[config.mk]
export PLATFORM = sky130hd
export DESIGN_NAME = fetch_ifid_stage
export DESIGN_NICKNAME = d
export VERILOG_FILES = /design/src/rtl/fetch_ifid_stage_pkg.sv /design/src/rtl/fetch_ifid_stage_ifid.sv /design/src/rtl/fetch_ifid_stage.sv
export SDC_FILE = /design/constraint.sdc
export NUM_CORES = 1
export LEC_CHECK = 0
export CORE_UTILIZATION = 43
export DETAILED_ROUTE_END_ITERATION = 10
export PLACE_DENSITY = 0.83
export SYNTH_ARGS = -nofsm -noshare
export SYNTH_HDL_FRONTEND = slang
export SYNTH_SLANG_ARGS = --single-unit
[constraint.sdc]
create_clock -name i_clk -period 5.1 [get_ports i_clk]
set_clock_uncertainty 0.15 [all_clocks]
set_input_delay 1.53 -clock i_clk [delete_from_list [all_inputs] [get_ports i_clk]]
set_output_delay 1.53 -clock i_clk [all_outputs]
set_load 0.005 [all_outputs]
[src/rtl/fetch_ifid_stage_pkg.sv]
// Shared constants for the fetch / IF-ID slice of the ARM-subset pipeline:
// bubble word, PC step, instruction field positions and the fetch FSM encoding.
package fetch_ifid_stage_pkg;

  localparam int          IFID_PC_INC   = 4;
  localparam logic [31:0] IFID_NOP_WORD = 32'h0000_0000;

  localparam int COND_HI  = 31;
  localparam int RN_HI    = 19;
  localparam int RD_HI    = 15;
  localparam int RM_HI    = 3;
  localparam int IMM12_HI = 11;
  localparam int OFF24_HI = 23;

  typedef enum logic {
    BOOT = 1'b0,
    RUN  = 1'b1
  } fetch_state_e;

endpackage

[src/rtl/fetch_ifid_stage_ifid.sv]
// IF/ID pipeline register: flush beats load, otherwise holds. Decode fields
// are plain slices of the latched word.
module ifid_reg
  import fetch_ifid_stage_pkg::*;
#(
  parameter int                 PC_W     = 8,
  parameter int                 INSTR_W  = 32,
  parameter logic [INSTR_W-1:0] NOP_WORD = IFID_NOP_WORD
) (
  input  logic               i_clk,
  input  logic               i_rst_n,
  input  logic               i_load,
  input  logic               i_flush,
  input  logic [INSTR_W-1:0] i_instr,
  input  logic [PC_W-1:0]    i_next_pc,
  output logic [INSTR_W-1:0] o_instr,
  output logic [PC_W-1:0]    o_next_pc,
  output logic               o_valid,
  output logic [3:0]         o_cond,
  output logic [3:0]         o_rn,
  output logic [3:0]         o_rd,
  output logic [3:0]         o_rm,
  output logic [11:0]        o_imm12,
  output logic [23:0]        o_off24
);

  logic [INSTR_W-1:0] r_instr;
  logic [PC_W-1:0]    r_next_pc;
  logic               r_valid;

  always_ff @(posedge i_clk or negedge i_rst_n) begin
    if (!i_rst_n) begin
      r_instr   <= NOP_WORD;
      r_next_pc <= '0;
      r_valid   <= 1'b0;
    end else if (i_flush) begin
      r_instr   <= NOP_WORD;
      r_next_pc <= '0;
      r_valid   <= 1'b0;
    end else if (i_load) begin
      r_instr   <= i_instr;
      r_next_pc <= i_next_pc;
      r_valid   <= 1'b1;
    end
  end

  assign o_instr   = r_instr;
  assign o_next_pc = r_next_pc;
  assign o_valid   = r_valid;
  assign o_cond    = r_instr[COND_HI -: 4];
  assign o_rn      = r_instr[RN_HI -: 4];
  assign o_rd      = r_instr[RD_HI -: 4];
  assign o_rm      = r_instr[RM_HI -: 4];
  assign o_imm12   = r_instr[IMM12_HI -: 12];
  assign o_off24   = r_instr[OFF24_HI -: 24];

endmodule

[src/rtl/fetch_ifid_stage.sv]
// Instruction-fetch front end: PC register, next-PC select (branch > stall >
// advance), one-cycle BOOT hold after reset, and fetch/flush counters.
module fetch_ifid_stage
  import fetch_ifid_stage_pkg::*;
#(
  parameter int                 PC_W     = 8,
  parameter int                 INSTR_W  = 32,
  parameter int                 PC_INC   = IFID_PC_INC,
  parameter logic [PC_W-1:0]    RESET_PC = '0,
  parameter logic [INSTR_W-1:0] NOP_WORD = IFID_NOP_WORD
) (
  input  logic               i_clk,
  input  logic               i_rst_n,
  input  logic               i_stall,
  input  logic               i_branch_taken,
  input  logic [PC_W-1:0]    i_branch_target,
  input  logic [INSTR_W-1:0] i_rom_data,
  output logic [PC_W-1:0]    o_rom_addr,
  output logic [INSTR_W-1:0] o_ifid_instr,
  output logic [PC_W-1:0]    o_ifid_next_pc,
  output logic               o_ifid_valid,
  output logic [3:0]         o_instr_i31_i28,
  output logic [3:0]         o_instr_i19_i16,
  output logic [3:0]         o_instr_i15_i12,
  output logic [3:0]         o_instr_i3_i0,
  output logic [11:0]        o_instr_i11_i0,
  output logic [23:0]        o_instr_i23_i0,
  output logic [15:0]        o_fetch_cnt,
  output logic [15:0]        o_flush_cnt
);

  localparam logic [15:0] CNT_MAX = 16'hFFFF;

  fetch_state_e    r_state;
  fetch_state_e    w_state_next;
  logic [PC_W-1:0] r_pc;
  logic [15:0]     r_fetch_cnt;
  logic [15:0]     r_flush_cnt;
  logic            w_run;
  logic            w_flush;
  logic            w_load;
  logic [PC_W-1:0] w_pc_seq;
  logic [PC_W-1:0] w_target_aligned;

  always_ff @(posedge i_clk or negedge i_rst_n) begin
    if (!i_rst_n) r_state <= BOOT;
    else          r_state <= w_state_next;
  end

  always_comb begin
    w_state_next = r_state;
    case (r_state)
      BOOT:    w_state_next = RUN;
      RUN:     w_state_next = RUN;
      default: w_state_next = BOOT;
    endcase
  end

  // BOOT ignores every input, so all controls are gated by RUN.
  assign w_run            = (r_state == RUN);
  assign w_flush          = w_run & i_branch_taken;
  assign w_load           = w_run & ~i_branch_taken & ~i_stall;
  assign w_pc_seq         = r_pc + PC_W'(PC_INC);
  assign w_target_aligned = {i_branch_target[PC_W-1:2], 2'b00};

  always_ff @(posedge i_clk or negedge i_rst_n) begin
    if (!i_rst_n) begin
      r_pc        <= RESET_PC;
      r_fetch_cnt <= '0;
      r_flush_cnt <= '0;
    end else if (w_flush) begin
      r_pc <= w_target_aligned;
      if (r_flush_cnt != CNT_MAX) r_flush_cnt <= r_flush_cnt + 16'd1;
    end else if (w_load) begin
      r_pc <= w_pc_seq;
      if (r_fetch_cnt != CNT_MAX) r_fetch_cnt <= r_fetch_cnt + 16'd1;
    end
  end

  ifid_reg #(
    .PC_W     (PC_W),
    .INSTR_W  (INSTR_W),
    .NOP_WORD (NOP_WORD)
  ) u_ifid (
    .i_clk     (i_clk),
    .i_rst_n   (i_rst_n),
    .i_load    (w_load),
    .i_flush   (w_flush),
    .i_instr   (i_rom_data),
    .i_next_pc (w_pc_seq),
    .o_instr   (o_ifid_instr),
    .o_next_pc (o_ifid_next_pc),
    .o_valid   (o_ifid_valid),
    .o_cond    (o_instr_i31_i28),
    .o_rn      (o_instr_i19_i16),
    .o_rd      (o_instr_i15_i12),
    .o_rm      (o_instr_i3_i0),
    .o_imm12   (o_instr_i11_i0),
    .o_off24   (o_instr_i23_i0)
  );

  assign o_rom_addr  = r_pc;
  assign o_fetch_cnt = r_fetch_cnt;
  assign o_flush_cnt = r_flush_cnt;

endmodule

==> impl_results.rst, run 1 <==
.. list-table::
   :header-rows: 1

   * - Metric
     - Value
   * - Outcome
     - complete, no violations
   * - Number of buffers added by the clock tree synthesis step
     - 9
   * - Top flip-flop cell by instance count after synthesis
     - sky130_fd_sc_hd__dfrtp_1
   * - Core occupancy in the finished layout
     - 0.630
   * - Synthesis-to-finish area growth
     - 43.1%
   * - Number of global-route vias before repair
     - 2728
   * - Sequential fraction of the synthesis area
     - 0.517
   * - Setup-violating endpoint count in the final report
     - 0
   * - TritonCTS clock tree
     - yes
   * - Reported max-cap violation count
     - 0
   * - Die H
     - 96.3 um
   * - Avg Cell Area, Syn
     - 11.3 um2
   * - Post-synth design cell area
     - 3820 um2
   * - Number of design-rule violations left by the first detailed-router iteration
     - 96
   * - Worst vdd ir
     - 0.358 mV
   * - Number of enable-type register cells in the synthesized netlist
     - 0
   * - Count of standard-cell rows
     - 34
   * - Wire length of the first global-routing pass
     - 13700 um
   * - Power Dens Cells
     - 326 nW/um2
   * - Layout fillers
     - 726
   * - Routability cong.
     - 0.800
   * - CTS Hold Buffers Added
     - 0
   * - Critical-path cell with the highest stage delay
     - sky130_fd_sc_hd__clkdlybuf4s50_1
   * - Final wirelength
     - 9350 um
   * - Routed wire per std cell
     - 16.4 um
   * - Category of the worst setup path launch point
     - input port
   * - Register cell area after layout
     - 1980 um2
   * - Setup repair bufs after CTS
     - 0
   * - Total GRT Usage
     - 0.194
   * - Max incr delay on CP
     - 0.74 ns
   * - Leakage power
     - 0.00234 uW
   * - Clock transition at the registers of the reported paths
     - 0.08 ns
   * - Clock sink total
     - 79
   * - Vias after detailed routing
     - 3031
   * - Clock Tree Root
     - sky130_fd_sc_hd__clkbuf_8
   * - Number of distinct library cell variants in the gate-level netlist after synthesis
     - 47
   * - Overflow left after global routing
     - 0
   * - Number of slew-limit violations in the final report
     - 0
   * - Buffers plus inverters on the worst setup path
     - 1
   * - Endpoint class of the critical path
     - register
   * - Chip width
     - 96.3 um
   * - N_diodes
     - 0
   * - Resize count post-CTS
     - 0
   * - H-tree depth
     - 3
   * - Vias per cell
     - 5.33
   * - Leading cell type in the layout, fill and taps excluded
     - sky130_fd_sc_hd__clkdlybuf4s50_1
   * - Fraction of final layout cells with drive strength greater than 1
     - 0.0607
   * - Finished layout cell area
     - 5470 um2
   * - Count of nets left with antenna violations after detail routing
     - 0
   * - Clk Latency, worst-skew pair
     - 0.33 ns
   * - Yosys warning total
     - 0
   * - Maximum fanout count along the critical path
     - 16
   * - Transition time at the pin with the least slew margin
     - 1.03 ns
   * - Post-Place Cell Area
     - 5230 um2
   * - Cells along the critical path
     - clkdlybuf4s50_1, and4bb_2, nor4b_1, nand2_1, xnor2_1
   * - Final Total Pwr
     - 1780 uW
   * - Number of placed I/O pins
     - 177
   * - Synthesis-stage register bit count
     - 79
   * - Initial antenna violation count
     - 0
   * - Drt first pass iters
     - 4
   * - Crit Path Category
     - input port to register
   * - Total count of hold-check failures in the final report
     - 0
   * - Highest attainable clock frequency
     - 283 MHz
   * - Period utilization
     - 0.692
   * - RSZ-0062 raised after global routing
     - false
   * - Fraction of registers with async set/reset
     - 1.00
   * - Crit path DAT
     - 3.60 ns
   * - Area of the die
     - 9270 um2
   * - Area occupied by multi-input gates
     - 1360 um2
   * - Number of instances in the synthesized netlist
     - 339
   * - Core box area
     - 8680 um2
   * - Final period demand of the worst path
     - 3.53 ns
   * - Count of placed standard cells including taps
     - 553
   * - Worst path required time
     - 5.17 ns
   * - Critical path's top delay family
     - simple AND/OR/NAND/NOR gates
   * - # port buffers
     - 172
   * - Initial core utilization
     - 0.441
   * - Half-perimeter wire length after detailed placement
     - 6640 um
   * - Slew headroom
     - 0.309
   * - Setup TNS
     - 0 ns
   * - Largest net degree at the start of global routing
     - 80
   * - Number of standard cells in the final layout excluding fillers
     - 569
   * - Number of DRC violations after detailed routing
     - 0
   * - Class of the worst hold path
     - register to register
   * - Largest buffer count on any clock path
     - 2
   * - Final-stage net count
     - 503
   * - Most used cells in the layout excluding fill and tap cells
     - sky130_fd_sc_hd__clkdlybuf4s50_1, sky130_fd_sc_hd__dfrtp_1, sky130_fd_sc_hd__a22o_1, sky130_fd_sc_hd__xnor2_1
[layer usage]
| metal | share of wire | up-vias | GRT usage |
|---|---|---|---|
| met1 | 0.43 | 1501 | 0.258 |
| met5 | 0 | - | 0 |
| li1 | - | 1392 | - |
| met4 | 0.016 | 0 | 0.0699 |
| met3 | 0.071 | 14 | 0.0474 |
| met2 | 0.48 | 124 | 0.307 |
[cells by family (layout without fill, tap and decap cells)]
family,Yosys count,after routing,share of synthesized area
simple gates,80,80,0.124
flops,79,79,0.517
buf+inv,74,195,0.131
compound gates,67,67,0.136
xor+xnor,31,31,0.0710
fa+ha+maj,3,3,0.00982
mux,3,3,0.00949
other cells,2,3,0.00196
[Yosys cell counts, drive strengths merged (4+ instances only)]
| cell type | count | share of area |
|---|---|---|
| o2111ai | 4 | 0.0092 |
| a21oi | 9 | 0.012 |
| inv | 5 | 0.0049 |
| a22o | 33 | 0.076 |
| o21ai | 9 | 0.012 |
| dfrtp | 79 | 0.52 |
| xor2 | 15 | 0.034 |
| xnor2 | 16 | 0.037 |
| nand2 | 15 | 0.015 |
| nor2 | 14 | 0.014 |
| nand3 | 11 | 0.016 |
| buf | 61 | 0.12 |
| clkbuf | 8 | 0.0079 |
| nand4 | 12 | 0.023 |
| nor4 | 7 | 0.013 |
[power by group]
part	switching, uW	internal (uW)	leakage, uW
clock network	229	340	0.000124
logic	142	275	0.00118
registers	97.2	699	0.00104
[worst min-delay path, delay by kind of cell (launching register included)]
kind | cells | cell delay, ns
flops | 1 | 0.34
compound gates | 1 | 0.06
simple gates | 1 | 0.05
[per-stage QoR]
step / hold WS [ns] / setup slack, ns
4_1_cts: 0.340 / 1.58
3_3_place_gp: 0.314 / 1.31
3_5_place_dp: 0.323 / 1.21
5_1_grt: 0.375 / 1.38
2_1_floorplan: 0.323 / 2.21
6_report: 0.328 / 1.57
[final cells by class]
type	count	area share
Sequential cell	79	0.361
Timing Repair Buffer	174	0.317
Multi-Input combinational cell	187	0.249
Clock buffer	11	0.0258
Tap cell	108	0.0247
Clock inverter	5	0.0190
Inverter	5	0.00343
[state kept, by name, summed over array words and instances, names as in the netlist]
name              count
o_fetch_cnt          16
o_flush_cnt          16
o_rom_addr            6
r_state               1
u_ifid.o_instr       32
u_ifid.o_next_pc      7
u_ifid.o_valid        1
[path summary, 6_finish.rpt]
path	from	to	slack, ns	cells after the start
hold / removal	u_ifid.o_next_pc[2]	u_ifid.o_next_pc[2]	0.33	2
hold reg to reg	u_ifid.o_next_pc[2]	u_ifid.o_next_pc[2]	0.33	2
min in group asynchronous	i_rst_n	u_ifid.o_instr[21]	1.21	1
setup / recovery	i_branch_taken	o_fetch_cnt[12]	1.57	5
setup reg to reg	r_state	o_fetch_cnt[12]	3.08	4
max in group asynchronous	i_rst_n	o_fetch_cnt[14]	2.96	1
No activity file was read; power rests on OpenSTA's default activity.
==> inputs of run 2 (changes only) <==
--- a/config.mk
+++ b/config.mk
@@ -5,9 +5,9 @@
 export SDC_FILE = /design/constraint.sdc
 export NUM_CORES = 1
 export LEC_CHECK = 0
-export CORE_UTILIZATION = 43
+export CORE_UTILIZATION = 42
 export DETAILED_ROUTE_END_ITERATION = 10
-export PLACE_DENSITY = 0.83
+export PLACE_DENSITY = 0.81
 export SYNTH_ARGS = -nofsm -noshare
 export SYNTH_HDL_FRONTEND = slang
 export SYNTH_SLANG_ARGS = --single-unit
==> constraint.sdc (replaced) <==
create_clock -name i_clk -period 3.5 [get_ports i_clk]
set_clock_uncertainty 0.15 [all_clocks]
set_input_delay 1.05 -clock i_clk [delete_from_list [all_inputs] [get_ports i_clk]]
set_output_delay 1.05 -clock i_clk [all_outputs]
set_load 0.005 [all_outputs]
==> impl_results.rst, run 2 (synthesis gave the netlist of run 1 again) <==
.. list-table::
   :header-rows: 1

   * - Metric
     - Value
   * - # port buffers
     - 172 (unchanged)
   * - Number of global-route vias before repair
     - 2969 (+8.8%)
   * - Setup-violating endpoint count in the final report
     - 0 (unchanged)
   * - Routability cong.
     - 0.790 (-1.2%)
   * - Final wirelength
     - 9140 um (-2.2%)
   * - Worst vdd ir
     - 0.364 mV (+1.7%)
   * - Capture point of the critical path
     - o_fetch_cnt[12]
   * - Drt first pass iters
     - 4 (unchanged)
   * - Crit path DAT
     - 2.73 ns (-0.87 ns)
   * - Transition time at the pin with the least slew margin
     - 0.568 ns (-0.465 ns)
   * - Clk Latency, worst-skew pair
     - 0.34 ns (about the same)
   * - Vias after detailed routing
     - 3024 (-0.23%)
   * - Final-stage net count
     - 510 (+1.4%)
   * - Combinational Power Share
     - 0.254 (+0.020)
   * - Switching power
     - 657 uW (+40%)
   * - Largest buffer count on any clock path
     - 2 (unchanged)
   * - Resize count post-CTS
     - 0 (unchanged)
   * - Highest attainable clock frequency
     - 377 MHz
   * - Crit Path Category
     - input port to register
   * - Setup repair bufs after CTS
     - 0 (unchanged)
   * - Count of nets left with antenna violations after detail routing
     - 0 (unchanged)
   * - Number of slew-limit violations in the final report
     - 0 (unchanged)
   * - Crit path launch
     - i_branch_taken
   * - Slew headroom
     - 0.622 (+0.313)
   * - Area of the die
     - 9490 um2 (+2.3%)
   * - Number of buffers added by the clock tree synthesis step
     - 9 (unchanged)
   * - Depth of the most critical reg-to-reg path
     - 4 (unchanged)
   * - Maximum fanout count along the critical path
     - 7 (-9)
   * - Largest net degree at the start of global routing
     - 47 (-41%)
   * - Number of design-rule violations left by the first detailed-router iteration
     - 67 (-30%)
   * - CTS Hold Buffers Added
     - 0 (unchanged)
   * - Clock Tree Root
     - sky130_fd_sc_hd__clkbuf_8
   * - Outcome
     - complete, no violations
   * - Flop2flop setup slack
     - 1.50 ns (-1.58 ns)
   * - Fraction of final layout cells with drive strength greater than 1
     - 0.0730 (+0.0122)
   * - Chip width
     - 97.4 um (+1.2%)
   * - Period utilization
     - 0.758
   * - Clock transition at the registers of the reported paths
     - 0.07 ns (about the same)
   * - Final period demand of the worst path
     - 2.65 ns
   * - Endpoint class of the critical path
     - register
   * - Count of standard-cell rows
     - 34 (unchanged)
   * - Synthesis-to-finish area growth
     - 42.9%
   * - Overflow left after global routing
     - 0 (unchanged)
   * - Core box area
     - 8760 um2 (+0.98%)
   * - Part of the power in the clock network
     - 0.267 (-0.052)
   * - Initial core utilization
     - 0.436 (-0.00428)
   * - RSZ-0062 raised after global routing
     - false
   * - TritonCTS clock tree
     - yes
   * - Die H
     - 97.4 um (+1.2%)
   * - Internal power component
     - 1760 uW (+34%)
   * - Class of the worst hold path
     - register to register
   * - Destination of the worst register-to-register timing path
     - o_flush_cnt[1]
   * - RR Startpoint
     - o_flush_cnt[0]
   * - Half-perimeter wire length after detailed placement
     - 6830 um (+2.8%)
   * - Number of DRC violations after detailed routing
     - 0 (unchanged)
   * - Wire length of the first global-routing pass
     - 15100 um (+10%)
   * - Total count of hold-check failures in the final report
     - 0 (unchanged)
   * - N_diodes
     - 0 (unchanged)
   * - Most used cells in the layout excluding fill and tap cells
     - sky130_fd_sc_hd__clkdlybuf4s50_1, sky130_fd_sc_hd__dfrtp_1, sky130_fd_sc_hd__a22o_1, sky130_fd_sc_hd__xnor2_1
   * - Initial antenna violation count
     - 0 (unchanged)
   * - Layout fillers
     - 723 (-0.41%)
   * - Flop pwr share
     - 0.479 (+0.032)
   * - Setup TNS
     - 0 ns (unchanged)
   * - Post-Place Cell Area
     - 5280 um2 (+1.0%)
   * - Vias per cell
     - 5.27 (-1.1%)
   * - Area occupied by multi-input gates
     - 1360 um2 (unchanged)
   * - Switching part of the total power
     - 0.271 (+0.00855)
   * - Worst path required time
     - 3.57 ns (-1.60 ns)
   * - Category of the worst setup path launch point
     - input port
   * - Reported max-cap violation count
     - 0 (unchanged)
   * - Clock sink total
     - 79 (unchanged)
   * - Power Dens Cells
     - 443 nW/um2 (+36%)
   * - Leakage power
     - 0.00235 uW (+0.14%)
   * - Number of placed I/O pins
     - 177 (unchanged)
   * - Finished layout cell area
     - 5460 um2 (-0.14%)
   * - Register cell area after layout
     - 1980 um2 (unchanged)
   * - Routed wire per std cell
     - 15.9 um (-3.1%)
   * - H-tree depth
     - 3 (unchanged)
   * - Total GRT Usage
     - 0.196 (+0.00186)
   * - Max reg flops
     - 32 (unchanged)
   * - Leading cell type in the layout, fill and taps excluded
     - sky130_fd_sc_hd__clkdlybuf4s50_1
-- run 2: cell types whose count changed in the layout (fill, tap and decap cells not counted), sizes merged --
cell	change
clkbuf	-1
clkinv	+1
buf	+7
bufinv	-2
clkinvlp	+1
inv	-1
-- run 2: layout make-up --
cell class	count	area share
repair buffers	181	0.327
multi-input cells	187	0.249
clock inverters	4	0.00870
well taps	108	0.0247
inverters	5	0.00343
flip-flops and latches	79	0.362
clock buffers	10	0.0252
-- run 2: worst min path at each step --
| stage | start | to | slack, ns | cells past startpoint |
|---|---|---|---|---|
| 2_1_floorplan | u_ifid.o_next_pc[2] | u_ifid.o_next_pc[2] | 0.32 | 2 |
| 3_3_place_gp | u_ifid.o_next_pc[5] | u_ifid.o_next_pc[5] | 0.32 | 2 |
| 3_5_place_dp | u_ifid.o_next_pc[2] | u_ifid.o_next_pc[2] | 0.32 | 2 |
| 4_1_cts | u_ifid.o_next_pc[2] | u_ifid.o_next_pc[2] | 0.34 | 2 |
| 5_1_grt | u_ifid.o_next_pc[7] | u_ifid.o_next_pc[7] | 0.37 | 1 |
| 6_report | u_ifid.o_next_pc[4] | u_ifid.o_next_pc[4] | 0.33 | 2 |
-- run 2: critical path, stage by stage --
cell and delay [ns]:
sky130_fd_sc_hd__clkdlybuf4s50_1 0.50, sky130_fd_sc_hd__and4bb_2 0.43, sky130_fd_sc_hd__nor4b_1 0.46, sky130_fd_sc_hd__nand2_1 0.14, sky130_fd_sc_hd__xnor2_1 0.15
-- run 2: per-layer routing --
| metal | wire [um] | global-route usage | up-vias |
|---|---|---|---|
| met5 | 0 | 0 | - |
| met4 | 113 | 0.0645 | 0 |
| met3 | 512 | 0.0396 | 11 |
| met2 | 4520 | 0.322 | 114 |
| met1 | 4000 | 0.259 | 1492 |
| li1 | - | - | 1407 |
-- run 2: power by group through the flow --
| stage | sequential, uW | combinational, uW | clock [uW] |
|---|---|---|---|
| floorplan | 1160 | 261 | 0 |
| global placement | 1170 | 608 | 0 |
| detailed placement | 1180 | 620 | 0 |
| CTS | 1160 | 625 | 667 |
| global route | 1190 | 666 | 705 |
| finish | 1160 | 615 | 646 |
-- run 2: per-stage QoR --
step / hold WS [ns] / instances / total power [uW] / setup slack, ns / util
after floorplan: 0.323 / 340 / 1420 / 1.09 / -
after global placement: 0.315 / 560 / 1780 / 0.534 / 0.602
final: 0.333 / 574 / 2420 / 0.846 / 0.624
after CTS: 0.340 / 574 / 2450 / 0.875 / 0.624
after global routing: 0.369 / 574 / 2560 / 0.725 / 0.624
after detailed placement: 0.323 / 560 / 1800 / 0.526 / 0.602
==> inputs of run 3 (changes only) <==
==> constraint.sdc (replaced) <==
create_clock -name i_clk -period 2.71 [get_ports i_clk]
set_clock_uncertainty 0.15 [all_clocks]
set_input_delay 0.813 -clock i_clk [delete_from_list [all_inputs] [get_ports i_clk]]
set_output_delay 0.813 -clock i_clk [all_outputs]
set_load 0.005 [all_outputs]
==> impl_results.rst, run 3 (synthesis gave the netlist of run 1 again) <==
.. list-table::
   :header-rows: 1

   * - Metric
     - Value
   * - Outcome
     - complete, no violations
   * - Flop2flop setup slack
     - 0.73 ns (-0.77 ns)
   * - Overflow left after global routing
     - 0 (unchanged)
   * - Max reg flops
     - 32 (unchanged)
   * - Core box area
     - 8760 um2 (unchanged)
   * - Setup TNS
     - 0 ns (unchanged)
   * - Final Total Pwr
     - 3180 uW (+31%)
   * - Largest buffer count on any clock path
     - 2 (unchanged)
   * - Reported max-cap violation count
     - 0 (unchanged)
   * - Total count of hold-check failures in the final report
     - 0 (unchanged)
   * - Fraction of final layout cells with drive strength greater than 1
     - 0.0882 (+0.0153)
   * - Chip width
     - 97.4 um (unchanged)
   * - Class of the worst hold path
     - input port to async pin
   * - Leakage power
     - 0.00240 uW (+2.3%)
   * - Highest metal layer with signal wires
     - met4
   * - H-tree depth
     - 3 (unchanged)
   * - Final-stage net count
     - 519 (+1.8%)
   * - Number of slew-limit violations in the final report
     - 0 (unchanged)
   * - Power Dens Cells
     - 572 nW/um2 (+29%)
   * - Crit path DAT
     - 1.39 ns (-1.34 ns)
   * - CTS Hold Buffers Added
     - 0 (unchanged)
   * - Worst path required time
     - 1.75 ns (-1.82 ns)
   * - Period utilization
     - 0.867
   * - Met3 wire length
     - 550 um (+7.4%)
   * - Leading cell type in the layout, fill and taps excluded
     - sky130_fd_sc_hd__clkdlybuf4s50_1
   * - TritonCTS clock tree
     - yes
   * - Count of standard-cell rows
     - 34 (unchanged)
   * - Routability cong.
     - 0.837 (+6.0%)
   * - Resize count post-CTS
     - 0 (unchanged)
   * - Number of DRC violations after detailed routing
     - 0 (unchanged)
   * - Vias after detailed routing
     - 3062 (+1.3%)
   * - Total GRT Usage
     - 0.201 (+0.00541)
   * - Vias per cell
     - 5.24 (-0.48%)
   * - Buffers plus inverters on the worst setup path
     - 1 (unchanged)
   * - Critical path's top delay family
     - buffers and inverters
   * - Number of placed I/O pins
     - 177 (unchanged)
   * - Count of nets left with antenna violations after detail routing
     - 0 (unchanged)
   * - Final period demand of the worst path
     - 2.35 ns
   * - Clk Latency, worst-skew pair
     - 0.35 ns (about the same)
   * - N_diodes
     - 0 (unchanged)
   * - Crit Path Category
     - register to output pin
   * - # port buffers
     - 172 (unchanged)
   * - Area of the die
     - 9490 um2 (unchanged)
   * - Highest attainable clock frequency
     - 426 MHz
   * - Wire length of the first global-routing pass
     - 15200 um (+1.2%)
   * - Category of the worst setup path launch point
     - register
   * - Setup repair bufs after CTS
     - 0 (unchanged)
   * - Clock Tree Root
     - sky130_fd_sc_hd__clkbuf_8
   * - Most used cells in the layout excluding fill and tap cells
     - sky130_fd_sc_hd__clkdlybuf4s50_1, sky130_fd_sc_hd__dfrtp_1, sky130_fd_sc_hd__a22o_1, sky130_fd_sc_hd__buf_4, sky130_fd_sc_hd__xnor2_1
   * - Largest net degree at the start of global routing
     - 47 (unchanged)
   * - Worst hold slack
     - 0.318 ns (-0.0143 ns)
   * - Initial core utilization
     - 0.436 (unchanged)
   * - Transition time at the pin with the least slew margin
     - 0.603 ns (+0.0349 ns)
   * - Number of design-rule violations left by the first detailed-router iteration
     - 92 (+37%)
   * - Core occupancy in the finished layout
     - 0.633 (+0.00957)
   * - Endpoint class of the critical path
     - output pin
   * - Maximum fanout count along the critical path
     - 6 (-1)
   * - Setup-violating endpoint count in the final report
     - 0 (unchanged)
   * - Worst vdd ir
     - 0.566 mV (+55%)
   * - Max incr delay on CP
     - 0.55 ns (+0.05 ns)
   * - Slew headroom
     - 0.598 (-0.0232)
   * - RSZ-0062 raised after global routing
     - false
   * - Drt first pass iters
     - 4 (unchanged)
   * - Initial antenna violation count
     - 0 (unchanged)
   * - Number of buffers added by the clock tree synthesis step
     - 9 (unchanged)
   * - Critical-path cell with the highest stage delay
     - sky130_fd_sc_hd__clkdlybuf4s50_1
   * - Number of global-route vias before repair
     - 2951 (-0.61%)
   * - Clock transition at the registers of the reported paths
     - 0.08 ns (about the same)
   * - Detailed-routing wirelength on met1
     - 4110 um (+2.9%)
   * - Final wirelength
     - 9480 um (+3.7%)
   * - Cells along the critical path
     - clkdlybuf4s50_1
   * - Synthesis-to-finish area growth
     - 45.1%
   * - Clock sink total
     - 79 (unchanged)
   * - Routed wire per std cell
     - 16.2 um (+1.9%)
   * - Die H
     - 97.4 um (unchanged)
   * - Half-perimeter wire length after detailed placement
     - 6980 um (+2.3%)
   * - Met2 Wirelength
     - 4740 um (+4.9%)
==> run 3: cell types whose count changed in the layout (fill, tap and decap cells not counted) <==
cell	previous run	this run
sky130_fd_sc_hd__clkinv_2	2	1
sky130_fd_sc_hd__clkinvlp_4	1	0
sky130_fd_sc_hd__clkinv_4	0	1
sky130_fd_sc_hd__buf_4	10	18
sky130_fd_sc_hd__buf_12	0	1
sky130_fd_sc_hd__clkbuf_1	0	2
==> run 3: metrics by stage <==
step,setup slack (ns),area [um2],instances
floorplan,0.535,3830,340
global placement,0.0766,5360,569
detailed placement,0.00168,5360,569
CTS,0.350,5550,584
global route,0.286,5550,584
finish,0.361,5550,584
==> run 3: final timing paths <==
check / start / to / depth (start not counted)
max: o_flush_cnt[3] / o_flush_cnt[3] / 1
min: i_rst_n / u_ifid.o_instr[19] / 1
max reg2reg: o_flush_cnt[0] / o_flush_cnt[1] / 5
min reg2reg: u_ifid.o_next_pc[5] / u_ifid.o_next_pc[5] / 2
max in group asynchronous: i_rst_n / o_rom_addr[6] / 2
min in group i_clk: u_ifid.o_next_pc[5] / u_ifid.o_next_pc[5] / 2
==> run 3: layer usage <==
metal / vias up / track usage
met1: 1503 / 0.258
met5: - / 0
li1: 1424 / -
met2: 125 / 0.337
met4: 0 / 0.0441
met3: 10 / 0.0576
==> run 3: area by class of cell <==
cell class	count	area [um2]
tap	108	135
inverter	5	18.8
clock buffer	12	145
timing repair buffer	190	1870
clock inverter	3	43.8
multi-input combinational	187	1360
fill	719	3220
sequential	79	1980
==> run 3: worst register-to-register path: stages (launching register included) <==
cell,delay (ns)
sky130_fd_sc_hd__dfrtp_1,0.47
sky130_fd_sc_hd__ha_1,0.25
sky130_fd_sc_hd__nand4_1,0.13
sky130_fd_sc_hd__o41a_1,0.40
sky130_fd_sc_hd__buf_4,0.18
sky130_fd_sc_hd__mux2_4,0.30
==> run 3: report_power, final <==
group	internal [uW]	switching (uW)	leakage, uW	total [uW]
Combinational	535	273	0.00126	807
Sequential	1320	192	0.00104	1510
Clock	447	413	0.0000964	860
